<file path="src/rtl/flt_flt.sv">
// Half-precision (1/5/10) float adder with a private byte memory: reads two operands, adds them, writes the sum back.
// Optional round-to-nearest-even build: define FLT_ROUND_NEAREST_EN (default build truncates toward zero).

module flt_flt_mem #(
  parameter int MEM_DEPTH = 256,
  parameter int AW        = 8
) (
  input  logic          clk,
  input  logic          i_we,
  input  logic [AW-1:0] i_addr,
  input  logic [7:0]    i_wdata,
  output logic [7:0]    o_rdata
);
  logic [7:0] my_memory [MEM_DEPTH];

  always_ff @(posedge clk) begin
    if (i_we) my_memory[i_addr] <= i_wdata;
  end

  assign o_rdata = my_memory[i_addr];
endmodule

module flt_flt #(
  parameter int MEM_DEPTH = 256,
  parameter int OP_BASE   = 128
) (
  input  logic clk,
  input  logic reset,
  input  logic req,
  output logic done
);
  localparam int AW = (MEM_DEPTH > 1) ? $clog2(MEM_DEPTH) : 1;
  localparam logic [AW-1:0] A_OP1H = AW'(OP_BASE);
  localparam logic [AW-1:0] A_OP1L = AW'(OP_BASE + 1);
  localparam logic [AW-1:0] A_OP2H = AW'(OP_BASE + 2);
  localparam logic [AW-1:0] A_OP2L = AW'(OP_BASE + 3);
  localparam logic [AW-1:0] A_RESH = AW'(OP_BASE + 4);
  localparam logic [AW-1:0] A_RESL = AW'(OP_BASE + 5);

  typedef enum logic [3:0] {
    S_IDLE, S_RD0, S_RD1, S_RD2, S_RD3, S_UNPACK, S_ALIGN, S_ADDSUB, S_NORM,
`ifdef FLT_ROUND_NEAREST_EN
    S_ROUND,
`endif
    S_PACK, S_WR_HI, S_WR_LO, S_DONE
  } state_t;

`ifdef FLT_ROUND_NEAREST_EN
  localparam state_t S_POST_NORM = S_ROUND;
`else
  localparam state_t S_POST_NORM = S_PACK;
`endif

  state_t r_state, w_state_nxt;

  logic          r_armed;
  logic [15:0]   r_op1, r_op2;
  logic          r_sa, r_sb;
  logic [6:0]    r_exp;      // two's complement working exponent of A / result
  logic [4:0]    r_eb;
  logic [13:0]   r_ma, r_mb; // {hidden, 10 fraction, guard, round, sticky}
  logic [3:0]    r_cnt;
  logic [14:0]   r_sum;
  logic          r_sign, r_zero;
  logic [15:0]   r_res;

  logic          w_we;
  logic [AW-1:0] w_addr;
  logic [7:0]    w_wdata, w_rdata;

  flt_flt_mem #(.MEM_DEPTH(MEM_DEPTH), .AW(AW)) data_mem1 (
    .clk     (clk),
    .i_we    (w_we),
    .i_addr  (w_addr),
    .i_wdata (w_wdata),
    .o_rdata (w_rdata)
  );

  // Operands with a zero exponent become true zeros so they lose every magnitude compare.
  logic [4:0]  w_e1, w_e2;
  logic [10:0] w_m1, w_m2;
  logic        w_swap;
  assign w_e1   = r_op1[14:10];
  assign w_e2   = r_op2[14:10];
  assign w_m1   = (w_e1 == 5'd0) ? 11'd0 : {1'b1, r_op1[9:0]};
  assign w_m2   = (w_e2 == 5'd0) ? 11'd0 : {1'b1, r_op2[9:0]};
  assign w_swap = {w_e2, w_m2} > {w_e1, w_m1};

  logic        w_aligned;
  logic [14:0] w_sum;
  logic        w_sum_zero;
  assign w_aligned  = (r_exp[4:0] == r_eb) || (r_cnt == 4'd13);
  assign w_sum      = (r_sa == r_sb) ? ({1'b0, r_ma} + {1'b0, r_mb})
                                     : ({1'b0, r_ma} - {1'b0, r_mb});
  assign w_sum_zero = (w_sum == 15'd0);

  logic w_under, w_over;
  assign w_under = r_exp[6] || (r_exp == 7'd0);
  assign w_over  = !r_exp[6] && r_exp[5];

`ifdef FLT_ROUND_NEAREST_EN
  logic        w_inc;
  logic [11:0] w_rnd;
  assign w_inc = r_sum[2] & (r_sum[1] | r_sum[0] | r_sum[3]);
  assign w_rnd = {1'b0, r_sum[13:3]} + {11'd0, w_inc};
`endif

  assign done = (r_state == S_DONE);

  always_ff @(posedge clk) begin
    if (reset) r_state <= S_IDLE;
    else       r_state <= w_state_nxt;
  end

  always_comb begin
    w_state_nxt = r_state;
    case (r_state)
      S_IDLE:   if (!req && r_armed) w_state_nxt = S_RD0;
      S_RD0:    w_state_nxt = S_RD1;
      S_RD1:    w_state_nxt = S_RD2;
      S_RD2:    w_state_nxt = S_RD3;
      S_RD3:    w_state_nxt = S_UNPACK;
      S_UNPACK: w_state_nxt = S_ALIGN;
      S_ALIGN:  if (w_aligned) w_state_nxt = S_ADDSUB;
      S_ADDSUB: w_state_nxt = w_sum_zero ? S_PACK : S_NORM;
      S_NORM:   if (r_sum[14] || r_sum[13]) w_state_nxt = S_POST_NORM;
`ifdef FLT_ROUND_NEAREST_EN
      S_ROUND:  w_state_nxt = S_PACK;
`endif
      S_PACK:   w_state_nxt = S_WR_HI;
      S_WR_HI:  w_state_nxt = S_WR_LO;
      S_WR_LO:  w_state_nxt = S_DONE;
      S_DONE:   if (req) w_state_nxt = S_IDLE;
      default:  w_state_nxt = S_IDLE;
    endcase
  end

  always_comb begin
    w_we    = 1'b0;
    w_addr  = A_OP1H;
    w_wdata = '0;
    case (r_state)
      S_RD1:   w_addr = A_OP1L;
      S_RD2:   w_addr = A_OP2H;
      S_RD3:   w_addr = A_OP2L;
      S_WR_HI: begin w_we = 1'b1; w_addr = A_RESH; w_wdata = r_res[15:8]; end
      S_WR_LO: begin w_we = 1'b1; w_addr = A_RESL; w_wdata = r_res[7:0];  end
      default: w_addr = A_OP1H;
    endcase
  end

  always_ff @(posedge clk) begin
    if (reset) begin
      r_armed <= 1'b0;
      r_op1   <= '0;
      r_op2   <= '0;
      r_sa    <= 1'b0;
      r_sb    <= 1'b0;
      r_exp   <= '0;
      r_eb    <= '0;
      r_ma    <= '0;
      r_mb    <= '0;
      r_cnt   <= '0;
      r_sum   <= '0;
      r_sign  <= 1'b0;
      r_zero  <= 1'b0;
      r_res   <= '0;
    end else begin
      // A run needs req seen high first, so a req held low across reset cannot restart one.
      if ((r_state == S_IDLE || r_state == S_DONE) && req) r_armed <= 1'b1;
      else if (r_state == S_IDLE && !req && r_armed)      r_armed <= 1'b0;

      case (r_state)
        S_RD0: r_op1[15:8] <= w_rdata;
        S_RD1: r_op1[7:0]  <= w_rdata;
        S_RD2: r_op2[15:8] <= w_rdata;
        S_RD3: r_op2[7:0]  <= w_rdata;
        S_UNPACK: begin
          r_cnt <= '0;
          if (w_swap) begin
            r_sa  <= r_op2[15];
            r_sb  <= r_op1[15];
            r_exp <= {2'b00, w_e2};
            r_eb  <= w_e1;
            r_ma  <= {w_m2, 3'b000};
            r_mb  <= {w_m1, 3'b000};
          end else begin
            r_sa  <= r_op1[15];
            r_sb  <= r_op2[15];
            r_exp <= {2'b00, w_e1};
            r_eb  <= w_e2;
            r_ma  <= {w_m1, 3'b000};
            r_mb  <= {w_m2, 3'b000};
          end
        end
        S_ALIGN: begin
          if (!w_aligned) begin
            r_mb  <= {1'b0, r_mb[13:2], r_mb[1] | r_mb[0]};
            r_eb  <= r_eb + 5'd1;
            r_cnt <= r_cnt + 4'd1;
          end
        end
        S_ADDSUB: begin
          r_sum  <= w_sum;
          r_sign <= r_sa;
          r_zero <= w_sum_zero;
        end
        S_NORM: begin
          if (r_sum[14]) begin
            r_sum <= {1'b0, r_sum[14:2], r_sum[1] | r_sum[0]};
            r_exp <= r_exp + 7'd1;
          end else if (!r_sum[13]) begin
            r_sum <= {r_sum[13:0], 1'b0};
            r_exp <= r_exp - 7'd1;
          end
        end
`ifdef FLT_ROUND_NEAREST_EN
        S_ROUND: begin
          if (w_rnd[11]) begin
            r_sum <= {1'b0, w_rnd[11:1], 3'b000};
            r_exp <= r_exp + 7'd1;
          end else begin
            r_sum <= {1'b0, w_rnd[10:0], 3'b000};
          end
        end
`endif
        S_PACK: begin
          if (r_zero)       r_res <= 16'h0000;
          else if (w_under) r_res <= {r_sign, 15'd0};
          else if (w_over)  r_res <= {r_sign, 5'h1F, 10'h3FF};
          else              r_res <= {r_sign, r_exp[4:0], r_sum[12:3]};
        end
        default: ;
      endcase
    end
  end
endmodule

</file>
<file path="config.mk">
export PLATFORM = sky130hd
export DESIGN_NAME = flt_flt
export DESIGN_NICKNAME = d
export VERILOG_FILES = /design/src/rtl/flt_flt.sv
export SDC_FILE = /design/constraint.sdc
export NUM_CORES = 1
export LEC_CHECK = 0
export ABC_CLOCK_PERIOD_IN_PS = 8740
export BUFFER_PORTS_ARGS = -buffer_cell sky130_fd_sc_hd__clkbuf_2
export CAP_MARGIN = 30
export CORE_ASPECT_RATIO = 0.6
export CORE_MARGIN = 1.5
export CORE_UTILIZATION = 65
export CTS_CLUSTER_SIZE = 25
export DETAILED_ROUTE_END_ITERATION = 10
export PLACE_DENSITY = 0.92
export SETUP_SLACK_MARGIN = 0.5
export SLEW_MARGIN = 20
export SYNTH_ARGS = -nofsm -noshare
export SYNTH_HDL_FRONTEND = slang
export SYNTH_SLANG_ARGS = --single-unit
</file>
<file path="constraint.sdc">
create_clock -name clk -period 8.74 [get_ports clk]
set_input_delay 1.311 -clock clk [delete_from_list [all_inputs] [get_ports clk]]
set_output_delay 1.311 -clock clk [all_outputs]
set_load 0.01 [all_outputs]
</file>
# After elaboration in Yosys (flattened, before gate mapping)
# Memories as Yosys holds them, arrays and structs flattened.
# Index checks and enable logic that the tools add are counted.
[classes] addsub=6 n_lt_le_gt_ge=1 n_eq_ne=21 n_mux=37 n_bitwise=2 n_reduce_logical=25
[ops] operator="14-bit two-way mux" n=5
[ops] operator="4-bit case mux with 13 select lines" n=1
[ops] operator="15-bit two-way mux" n=3
[ops] operator="15-bit case mux with 2 select lines" n=1
[ops] operator="14-bit case mux with 2 select lines" n=1
[ops] operator="4-bit equality test (second input constant)" n=6
[ops] operator="11-bit two-way mux" n=2
[ops] operator="4-bit two-way mux" n=5
[ops] operator="4-bit by 3-bit equality test with 1-bit output (second input constant)" n=4
[ops] operator="16-bit > comparator" n=1
[ops] operator="16-bit two-way mux" n=1
[ops] operator="8-bit case mux with 2 select lines" n=1
[ops] operator="14-bit by 14-bit adder with 15-bit output" n=1
[ops] operator="15-bit zero test" n=1
[ops] operator="5-bit two-way mux" n=3
[ops] operator="3-bit case mux with 5 select lines" n=1
[ops] operator="14-bit by 14-bit subtractor with 15-bit output" n=1
[ops] operator="7-bit two-way mux" n=2
[ops] operator="7-bit case mux with 2 select lines" n=1
[ops] operator="5-bit zero test" n=2
[ops] operator="2-bit != test (second input constant)" n=5
[ops] operator="5-bit case mux with 2 select lines" n=1
[ops] operator="4-bit by 2-bit equality test with 1-bit output (second input constant)" n=2
[ops] operator="1-bit two-way mux" n=8
[ops] operator="19 further kinds" n=33
[word_totals] reg_bits=116 mem_bits_rw=2048 in_bits=3 out_inout_bits=1 wordCells=111 memories=1
[memory_table] name="data_mem1.my_memory" depth=256 width=8 read_ports=1 rd_ports_with_merged_regs=0 write_ports=1 line="14" source="logic [7:0] my_memory [MEM_DEPTH];"

# Longest topological paths before layout
# Gate-level depths: netlist of the first run.
[depth] ltp_word=5 mapped_depth=15 mapped_depth_nobuf=14

# Hierarchy
# Synthesis of the first run repeated with hierarchy kept, for this count alone.
[hier_totals] cells_unflattened=4437 hier_area_um2=85149.2
[by_module_without_submodules] module="flt_flt_mem" n_inst=1 cells_each=3539 area_each_um2=78332.6 seq_area_each_um2=61499.0
[by_module_without_submodules] module="flt_flt" n_inst=1 cells_each=898 area_each_um2=6816.5 seq_area_each_um2=2262.2

# Worst setup path after synthesis of the first run
# No wires, ideal clock.
[synth_timing] kind="register -> register" from="reg r_mb[2]" to="reg r_state[0]" setup_ns=0.058 arrival_time_ns=3.051 required_ns=8.682 path_slack_ns=5.630 stages_incl_launch_ff=14 n_path_buf=0 period_less_slack_ns=3.110 cell_sequence="dfxtp_1 > nor2_1 > nor4b_1 > nor2b_1 > a21oi_1 > xor2_1 > ha_1 > and2_1 > a221o_1 > o21ai_1 > a21oi_1 > xor2_1 > nor4_1 > o211a_1"
[synth_via] elab_chain_cells=5 word_cells_on_any_way=6 classes_between="add/sub (2); mux (3); reduce/logical (1)"
[synth_rtl] item="from (decl)" line="61" source="logic [13:0] r_ma, r_mb;"
[synth_rtl] item="from (signal assigned)" line="186" source="r_mb <= {w_m1, 3'b000};"
[synth_rtl] item="from (signal assigned)" line="193" source="r_mb <= {w_m2, 3'b000};"
[synth_rtl] item="from (signal assigned)" line="198" source="r_mb <= {1'b0, r_mb[13:2], r_mb[1] | r_mb[0]};"
[synth_rtl] item="14-bit by 14-bit subtractor with 15-bit output or 14-bit by 14-bit adder with 15-bit output (tied branches)" line="94, 93"
[synth_rtl] item="15-bit two-way mux (*)" line="93" source="assign w_sum = (r_sa == r_sb) ? ({1'b0, r_ma} + {1'b0, r_mb})"
[synth_rtl] item="15-bit zero test (*)" line="95" source="assign w_sum_zero = (w_sum == 15'd0);"
[synth_rtl] item="1-bit two-way mux (*)" line="125" source="S_ADDSUB: w_state_nxt = w_sum_zero ? S_PACK : S_NORM;"
[synth_rtl] item="4-bit case mux with 13 select lines (*)" line="117" source="case (r_state)"
[synth_rtl] item="to (signal assigned)" line="112" source="else r_state <= w_state_nxt;"
[synth_rtl] item="to (decl)" line="54" source="state_t r_state, w_state_nxt;"
# Mark *: on every way between the ends. The rest lies on a longest branch, timed or not.
# A chain may end at the register's enable or synchronous reset.

# Worst setup path after layout of the first run
[layout_timing] from="reg r_op2[11]" to="reg r_ma[6]"
[layout_via] elab_chain_cells=4
[layout_rtl] item="from (decl)" line="57" source="logic [15:0] r_op1, r_op2;"
[layout_rtl] item="from (signal assigned)" line="176" source="S_RD2: r_op2[15:8] <= w_rdata;"
[layout_rtl] item="5-bit zero test" line="86" source="assign w_m2 = (w_e2 == 5'd0) ? 11'd0 : {1'b1, r_op2[9:0]};"
[layout_rtl] item="11-bit two-way mux" line="86"
[layout_rtl] item="16-bit > comparator" line="87" source="assign w_swap = {w_e2, w_m2} > {w_e1, w_m1};"
[layout_rtl] item="14-bit two-way mux (*)" line="180" source="if (w_swap) begin"
[layout_rtl] item="to (signal assigned)" line="185" source="r_ma <= {w_m2, 3'b000};"
[layout_rtl] item="to (signal assigned)" line="192" source="r_ma <= {w_m1, 3'b000};"
[layout_rtl] item="to (decl)" line="61"
# Marks and branches as above.

==> results.txt, run 1 <==
The ratio of cells with drive above 1 in the final layout is 7.22%. By area, the combinational part of the netlist is dominated by compound AO/OA/AOI/OAI gates. For the worst setup path, the data arrival time is 4.18 ns. The mean cell area of the mapped netlist came out at 8.51 um2.

The power density over the cells came out at 234 nW/um2. At the end of the flow, the number of nets in the layout was 998. In this run the remaining antenna-violating nets after routing total 0. The sequential element share of the synthesized area came out at 40.0%. The DRC violation count after routing came out at 0. The total routing usage reported by global routing came out at 35.4%. The count of mapped cells out of synthesis is 946. The Yosys step of the flow raised 0 warnings. The global-route track usage on met1 came out at 50.2%. The initial antenna violation count was 0. The post-CTS setup repair buffer count came out at 0. The number of I/O port buffers is 3. The number of inserted diodes is 0. The switching power as a share of total power came out at 35.9%. The number of fill cells in the layout is 868. Global routing finished with a remaining overflow of 0. Max-cap violations in this run came to 0. After synthesis, the most frequently instantiated cells are sky130_fd_sc_hd__nand2_1, sky130_fd_sc_hd__dfxtp_1, sky130_fd_sc_hd__a21oi_1, sky130_fd_sc_hd__nor2_1, sky130_fd_sc_hd__o21ai_0. By area the synthesized netlist is led by sky130_fd_sc_hd__dfxtp_1, sky130_fd_sc_hd__edfxtp_1, sky130_fd_sc_hd__nand2_1.

The setup path with the least slack is of type reg -> reg. At the worst endpoint, the required time is 9.04 ns. The flop and latch count out of synthesis is 145. In this run the worst hold path is classified as reg -> reg. The clock tree root driver cell is sky130_fd_sc_hd__clkbuf_16. The number of vias per cell after detailed routing came out at 6.51. TritonCTS built the clock tree. The worst setup path is launched from a register.

Global routing consumed, on the met2 layer, 53.1% of the routing resources. The switching power came out at 0.000741 W. The synthesized-area fraction occupied by and/or/nand/nor cells came out at 20.3%. In this run the static leakage power is 3.34 nW. The wire length of the first global-routing pass is 35700 um. The core outline area came out at 12100 um2. The sum of negative setup slack is 0 ns.

The area fraction of the dominant cell type after synthesis is 28.1%. Of the total synthesized cell area, the portion taken by XOR and XNOR cells is 3.81%. The post-synthesis instance area is 8050 um2. The clock transition time at the flip-flop clock pins of the worst setup and hold paths came out at 0.06 ns. The worst setup path is captured at a register. The clock network accounts for 36.8% of the total power. Yosys instantiated no cell more often than sky130_fd_sc_hd__nand2_1. The die is 89.2 um tall. The count of standard-cell rows is 31. The fmax is 257 MHz. The share of synthesized area spent on multiplexers is 3.33%. Combinational logic burns 26.8% of the power. The post-placement cell count is 1101. Sequential cells account for 36.4% of the total power.

The number of sinks on the clock net is 145. The internal power is 0.00132 W. The number of distinct library cells after synthesis came out at 65. The finished layout holds 1135 standard cells, fillers aside. In this run the most used layer during global routing was met2. The total number of vias came out at 7393. IR analysis of the VDD net gives a maximum drop of 0.000171 V. The count of final hold-check violations is 0. The overall die area is 13100 um2. The async set or reset register ratio after synthesis came out at 0%. Buffers inserted during clock tree synthesis total 17.

The number of global-route vias before repair came out at 6741. The DRC marker count from the first detailed-route iteration is 1235. The congestion estimate from routability-driven global placement came to 0.885. Setup violations remaining at the end of the flow were counted as 0.

The worst setup skew after layout came out at 0.00867 ns. For met3 alone, demand over resource in global routing was 9.29%. The pin count of the biggest net entering global routing is 64. At the pin with the least slew margin, the transition time is 0.869 ns. Dividing the detail-routed wire length by the instance count gives 19.5 um. The number of slew-limit violations in the final report came out at 0.

The floorplan die width is 147 um. In this run the tightest slew margin relative to its limit is 41.6%. The most used flip-flop cell after synthesis is sky130_fd_sc_hd__dfxtp_1. In this run the count of I/O pins placed on the die edge is 4. The detailed-router iteration count before antenna repair is 8.

The clock latency at the later pin of the worst-skew pair is 0.42 ns. Counting flops with a built-in enable in the synthesized netlist gives 32. The share of synthesized cell area in full adder, half adder and majority cells is 6.09%. The smallest clock period supported by the final layout is computed as 3.88 ns. After clock tree synthesis, the flow added hold-fix buffers numbering 0.

The cell taking the most area after synthesis is sky130_fd_sc_hd__dfxtp_1. The total of cells resized after clock tree synthesis came out at 0. The clock passes through at most 2 buffers.

Relative to the synthesized area, the layout overhead comes to 9.81%. The maximum fanout along the worst path came out at 26. The part of the cycle the worst path needs came out at 44.4%. Summed over all layers, the routed wires come to 22200 um. Setup repair after global routing left no endpoint under its margin. The compound-gate portion of the synthesized area came out at 21.9%. For this configuration, the core starts out at a cell density of 66.7%. The clock tree synthesis step divided the H-tree into 4 levels. The placed wire-length estimate came out at 14900 um. The run finished with clean final reports.
stage by stage:
stage / util, % / worst slack, ns / total power (W) / hold WS (ns) / instance area, um2
2_1_floorplan: - / 5.63 / 0.00120 / 0.432 / 8170
3_3_place_gp: 68.0 / 5.13 / 0.00124 / 0.440 / 8200
3_5_place_dp: 68.1 / 5.02 / 0.00128 / 0.447 / 8220
4_1_cts: 73.2 / 4.97 / 0.00204 / 0.456 / 8820
5_1_grt: 73.3 / 4.71 / 0.00213 / 0.462 / 8840
6_report: 73.3 / 4.86 / 0.00206 / 0.456 / 8840
power by group through the flow:
stage / Clock (W) / Combinational (W) / Sequential [W]
5_1_grt: 0.000786 / 0.000593 / 0.000753
2_1_floorplan: 0 / 0.000458 / 0.000740
3_3_place_gp: 0 / 0.000479 / 0.000760
4_1_cts: 0.000757 / 0.000530 / 0.000749
6_report: 0.000760 / 0.000554 / 0.000751
3_5_place_dp: 0 / 0.000520 / 0.000762
layout make-up:
class	count	area, um2	area share [%]
tap	165	206	2.34
clock buffer	18	439	4.97
sequential	145	3220	36.5
timing repair buffer	12	87.6	0.991
clock inverter	14	166	1.88
inverter	35	131	1.49
multi-input combinational	746	4590	51.9
registers in the layout, summed over array words and instances (netlist names):
signal,flops
r_mb,14
r_sb,1
r_sign,1
r_state,4
r_sum,15
r_op2,16
r_sa,1
data_mem1.my_memory,32
r_res,16
r_eb,5
r_cnt,4
r_armed,1
r_op1,16
r_exp,7
r_ma,11
r_zero,1
critical path, stage by stage (launching register included):
cell and delay (ns):
sky130_fd_sc_hd__dfxtp_1 0.38, sky130_fd_sc_hd__nor3_1 0.30, sky130_fd_sc_hd__nand2_1 0.28, sky130_fd_sc_hd__and2_1 0.27, sky130_fd_sc_hd__ha_1 0.30, sky130_fd_sc_hd__nand4_1 0.13
sky130_fd_sc_hd__or4_4 0.55, sky130_fd_sc_hd__o22ai_2 0.22, sky130_fd_sc_hd__o21a_1 0.49, sky130_fd_sc_hd__buf_4 0.39, sky130_fd_sc_hd__nor3_1 0.10, sky130_fd_sc_hd__a311o_1 0.34
final timing paths:
check,from,to,slack (ns),cells after the start
worst max-delay path,r_op2[11],r_ma[6],4.86,11
worst min-delay path,r_res[13],r_res[13],0.46,2
worst max register to register,r_op2[11],r_ma[6],4.86,11
worst min register to register,r_res[13],r_res[13],0.46,2
routing by layer:
metal	part of all wire (%)	wire (um)
met5	0	0
met3	13	2990
met2	42	9210
met1	42	9350
met4	2.8	632
placed cells by master (no fill, tap or decap), types with 32 or more instances in the layout:
cell,n
sky130_fd_sc_hd__a21oi_1,86
sky130_fd_sc_hd__and2_1,38
sky130_fd_sc_hd__conb_1,32
sky130_fd_sc_hd__dfxtp_1,113
sky130_fd_sc_hd__edfxtp_1,32
sky130_fd_sc_hd__ha_1,36
sky130_fd_sc_hd__inv_1,34
sky130_fd_sc_hd__nand2_1,142
sky130_fd_sc_hd__nor2_1,75
sky130_fd_sc_hd__o21ai_0,73
cell families (layout without fill, tap and decap cells):
logic type | after synthesis | in the layout
AND/OR/NAND/NOR | 355 | 355
AO/OA/AOI/OAI | 270 | 270
flip-flops | 145 | 145
buffers and inverters | 86 | 79
adder cells (fa/ha/maj) | 38 | 38
XOR/XNOR | 35 | 35
multiplexers | 16 | 16
other | 1 | 32
No activity file was read; power rests on OpenSTA's default activity.
==> run 2, diff against run 1 <==
--- a/config.mk
+++ b/config.mk
@@ -5,15 +5,16 @@
 export SDC_FILE = /design/constraint.sdc
 export NUM_CORES = 1
 export LEC_CHECK = 0
-export ABC_CLOCK_PERIOD_IN_PS = 8740
+export ABC_AREA = 1
+export ABC_CLOCK_PERIOD_IN_PS = 3500
 export BUFFER_PORTS_ARGS = -buffer_cell sky130_fd_sc_hd__clkbuf_2
 export CAP_MARGIN = 30
 export CORE_ASPECT_RATIO = 0.6
 export CORE_MARGIN = 1.5
-export CORE_UTILIZATION = 65
+export CORE_UTILIZATION = 58
 export CTS_CLUSTER_SIZE = 25
 export DETAILED_ROUTE_END_ITERATION = 10
-export PLACE_DENSITY = 0.92
+export PLACE_DENSITY = 0.88
 export SETUP_SLACK_MARGIN = 0.5
 export SLEW_MARGIN = 20
 export SYNTH_ARGS = -nofsm -noshare
==> constraint.sdc (replaced) <==
create_clock -name clk -period 3.5 [get_ports clk]
set_input_delay 0.525 -clock clk [delete_from_list [all_inputs] [get_ports clk]]
set_output_delay 0.525 -clock clk [all_outputs]
set_load 0.01 [all_outputs]
==> results.txt, run 2 <==
The flow ran to the end, and the final reports show no timing, DRC or antenna violations. In this run the static leakage power is 4.51 nW. After synthesis, the netlist uses 49 different library cells.

The number of max-cap violations came out at 0. Summing all flip-flop and latch instances after layout gives 3710 um2. The worst setup path is launched from a register. The worst register-to-register path ends at r_state[0]. After synthesis the netlist holds a flip-flop and latch count of 161. The boundary pin count is 4. The startpoint of the most critical register-to-register path is r_mb[0].

The mean cell area of the mapped netlist is 7.36 um2. STA classifies the critical path endpoint as a register. The number of vias per cell after detailed routing came out at 5.85. The starting density of the core is 60.6%. The pin count of the biggest net entering global routing came out at 72. The post-route standard cell area excluding fillers came out at 9990 um2. The worst setup skew after layout is 0.0127 ns. The count of standard-cell rows came out at 34. The overall die area is 16200 um2.

The pre-antenna-repair detailed-routing pass consisted of 6 iterations. The wire length of the first global-routing pass is 39300 um. The worst-margin pin slew is 0.785 ns. The switching power is 0.00349 W. sky130_fd_sc_hd__dfxtp_1 takes more of the synthesized area than any other cell.

The count of final hold-check violations is 0. The min-delay analysis places its worst path in the category in -> reg. The area occupied by multi-input gates came out at 4640 um2. The async set or reset register ratio after synthesis is 0%. In the final design database the tool counted 1282 nets. Of all nets on the critical path, the largest fanout is 6. The detail-routed net length per standard cell is 16.7 um. The growth of design area from synthesis to finish is 11.6%.

The congestion estimate from routability-driven global placement came to 0.955. Leaving out fill and tap cells, the most frequent cell in the layout is sky130_fd_sc_hd__nand2_1. The ratio of cells with drive above 1 in the final layout came out at 10.2%.

Clock tree synthesis selected as its root buffer the cell sky130_fd_sc_hd__clkbuf_16. Summed over all nets, the half-perimeter wirelength after detailed placement is 16800 um. The internal power is 0.00408 W. After synthesis, the most frequently instantiated cells are sky130_fd_sc_hd__nand2_1, sky130_fd_sc_hd__inv_1, sky130_fd_sc_hd__nor2_1, sky130_fd_sc_hd__dfxtp_1. The total routing usage reported by global routing is 31.0%. The H-tree was split into 4 levels. The initial antenna violation count is 0. In the finished design, the share of the clock period the worst path needs comes to 83.7%. The count of mapped cells out of synthesis came out at 1217.

The register with the most flip-flops in the layout has 48 of them. The final global-route overflow total came out at 0. The arrival time reported for the critical path endpoint came out at 3.30 ns. The share of total power dissipated in sequential elements is 28.4%. The fraction of power consumed by the clock network came out at 25.6%. The switching power as a share of total power came out at 46.1%.

The total number of vias is 8496. The post-synthesis instance area is 8950 um2. The power density over the cells came out at 757 nW/um2. The clock drives 161 sinks. The synthesis warning total is 0.

The combinational fraction of design power came out at 45.9%. The fmax came out at 341 MHz. The clock period could shrink to 2.93 ns. In this run the worst setup path terminates at r_state[0].

In this run the worst setup path begins at r_mb[0]. The number of slew-limit violations in the final report is 0. The number of inserted diodes came out at 0. The number of global-route vias before repair came out at 7880. The worst reg-to-reg setup slack came out at 0.57 ns. The vertical die dimension came out at 99.2 um. The area fraction of the dominant cell type after synthesis is 25.3%.

Yosys attributes the largest share of cell area to sky130_fd_sc_hd__dfxtp_1, sky130_fd_sc_hd__edfxtp_1, sky130_fd_sc_hd__nand2_1. data_mem1.my_memory holds more flip-flops than any other register. Counting flops with a built-in enable in the synthesized netlist gives 48.

The clock latency at the later pin of the worst-skew pair came out at 0.44 ns. Setup violations remaining at the end of the flow were counted as 0. The core outline area came out at 14800 um2. The clock transition time at the flip-flop clock pins of the worst setup and hold paths is 0.07 ns.

The DRC marker count from the first detailed-route iteration came out at 1127. The routed design has 24300 um of wire. The required time reported for the critical path endpoint came out at 3.87 ns. The maximum resistive drop on vdd is 0.000894 V. The cts-stage hold buffer count came out at 0.

The clock passes through at most 2 buffers. The critical path start-end classification is reg -> reg. During placement, the flow inserted port buffers numbering 3. The worst-case headroom to the max-slew limit came out at 47.7%.

The sequential element share of the synthesized area came out at 41.4%. The number of clock buffers added by TritonCTS is 17. The post-placement cell count came out at 1415.

sky130_fd_sc_hd__nand2_1 is the most common cell in the netlist. The count of cells in the finished layout, fillers not included, comes to 1452. The path depth of the worst reg2reg path came out at 18. The sum of negative setup slack is 0 ns. For this run, the leading register cell type out of synthesis is sky130_fd_sc_hd__dfxtp_1. Setup repair after global routing could not meet its margin everywhere. For this run, design rule violations remaining after detail routing come to 0.

The TritonCTS clock tree is done. The number of fill cells in the layout is 1194. Leaving out fill and tap cells, the most frequent cells in the layout are sky130_fd_sc_hd__nand2_1, sky130_fd_sc_hd__inv_1, sky130_fd_sc_hd__nor2_1. The floorplan die width came out at 163 um.

Once placement finished, the instance area stood at 9210 um2. The number of nets with antenna violations after detailed routing came out at 0.
==> run 2: worst min-delay path by stage <==
stage	start	to	slack, ns	cells after the start
after floorplan	r_sign	r_res[15]	0.44	2
after global placement	r_res[14]	r_res[14]	0.45	2
after detailed placement	r_res[14]	r_res[14]	0.46	2
after CTS	req	r_armed	0.39	3
after global routing	req	r_armed	0.39	3
final	req	r_armed	0.39	3
==> run 2: worst max-delay path, stage by stage, from the launching register on <==
cell                      delay (ns)
sky130_fd_sc_hd__dfxtp_2        0.35
sky130_fd_sc_hd__nor3_4         0.23
sky130_fd_sc_hd__nand3_2        0.14
sky130_fd_sc_hd__nor3_2         0.15
sky130_fd_sc_hd__nand2_1        0.14
sky130_fd_sc_hd__o31ai_2        0.26
sky130_fd_sc_hd__xnor2_1        0.17
sky130_fd_sc_hd__ha_2           0.34
sky130_fd_sc_hd__nand2_1        0.10
sky130_fd_sc_hd__nand2_1        0.05
sky130_fd_sc_hd__a31oi_1        0.22
sky130_fd_sc_hd__nand3_1        0.15
sky130_fd_sc_hd__nand2_1        0.09
sky130_fd_sc_hd__nand2_1        0.06
sky130_fd_sc_hd__nor2_2         0.10
sky130_fd_sc_hd__nand2_1        0.10
sky130_fd_sc_hd__nand2_1        0.07
sky130_fd_sc_hd__nand2_1        0.05
sky130_fd_sc_hd__nor2_1         0.10
==> run 2: cell families (layout without fill, tap and decap cells) <==
family / count (synthesis) / count (layout) / synth area share [%]
AO/OA/AOI/OAI: 273 / 273 / 17.3
XOR/XNOR: 16 / 16 / 1.57
adder cells (fa/ha/maj): 38 / 38 / 5.48
buffers and inverters: 210 / 216 / 9.27
flip-flops: 161 / 161 / 41.4
other: 1 / 32 / 0.0419
AND/OR/NAND/NOR: 518 / 518 / 24.9
==> run 2: repair_timing <==
item	in CTS	in global routing
pin swaps	0	4
setup buffers	0	3
gates cloned	0	1
setup endpoints to repair	3	31
gates resized for setup	4	31
==> run 2: power groups by stage <==
stage	clock, W	sequential (W)	combinational (W)
2_1_floorplan	0	0.00216	0.00238
6_report	0.00194	0.00215	0.00348
5_1_grt	0.00202	0.00217	0.00381
4_1_cts	0.00193	0.00215	0.00324
3_5_place_dp	0	0.00219	0.00313
3_3_place_gp	0	0.00218	0.00303
==> run 2: layer usage <==
layer / GRT usage, % / routed length (um)
met1: 45.4 / 11000
met4: 8.82 / 384
met3: 5.96 / 2620
met5: 0 / 0
met2: 46.3 / 10300
==> run 2: stage by stage <==
stage / total power [W] / utilization [%] / hold WS (ns) / setup WS [ns]
after global placement: 0.00521 / 62.4 / 0.452 / 0.587
after CTS: 0.00732 / 66.7 / 0.388 / 0.504
final: 0.00757 / 67.7 / 0.392 / 0.569
after detailed placement: 0.00532 / 62.4 / 0.457 / 0.380
after floorplan: 0.00454 / - / 0.436 / 0.876
after global routing: 0.00800 / 67.7 / 0.394 / 0.403
==> run 2: area by class of cell <==
| class | instances | share of cell area (%) |
|---|---|---|
| Timing Repair Buffer | 17 | 1.37 |
| Tap cell | 198 | 2.48 |
| Sequential cell | 161 | 37.1 |
| Clock buffer | 17 | 4.26 |
| Timing Repair inverter | 1 | 0.0501 |
| Multi-Input combinational cell | 877 | 46.4 |
| Inverter | 166 | 6.27 |
| Clock inverter | 15 | 2.04 |
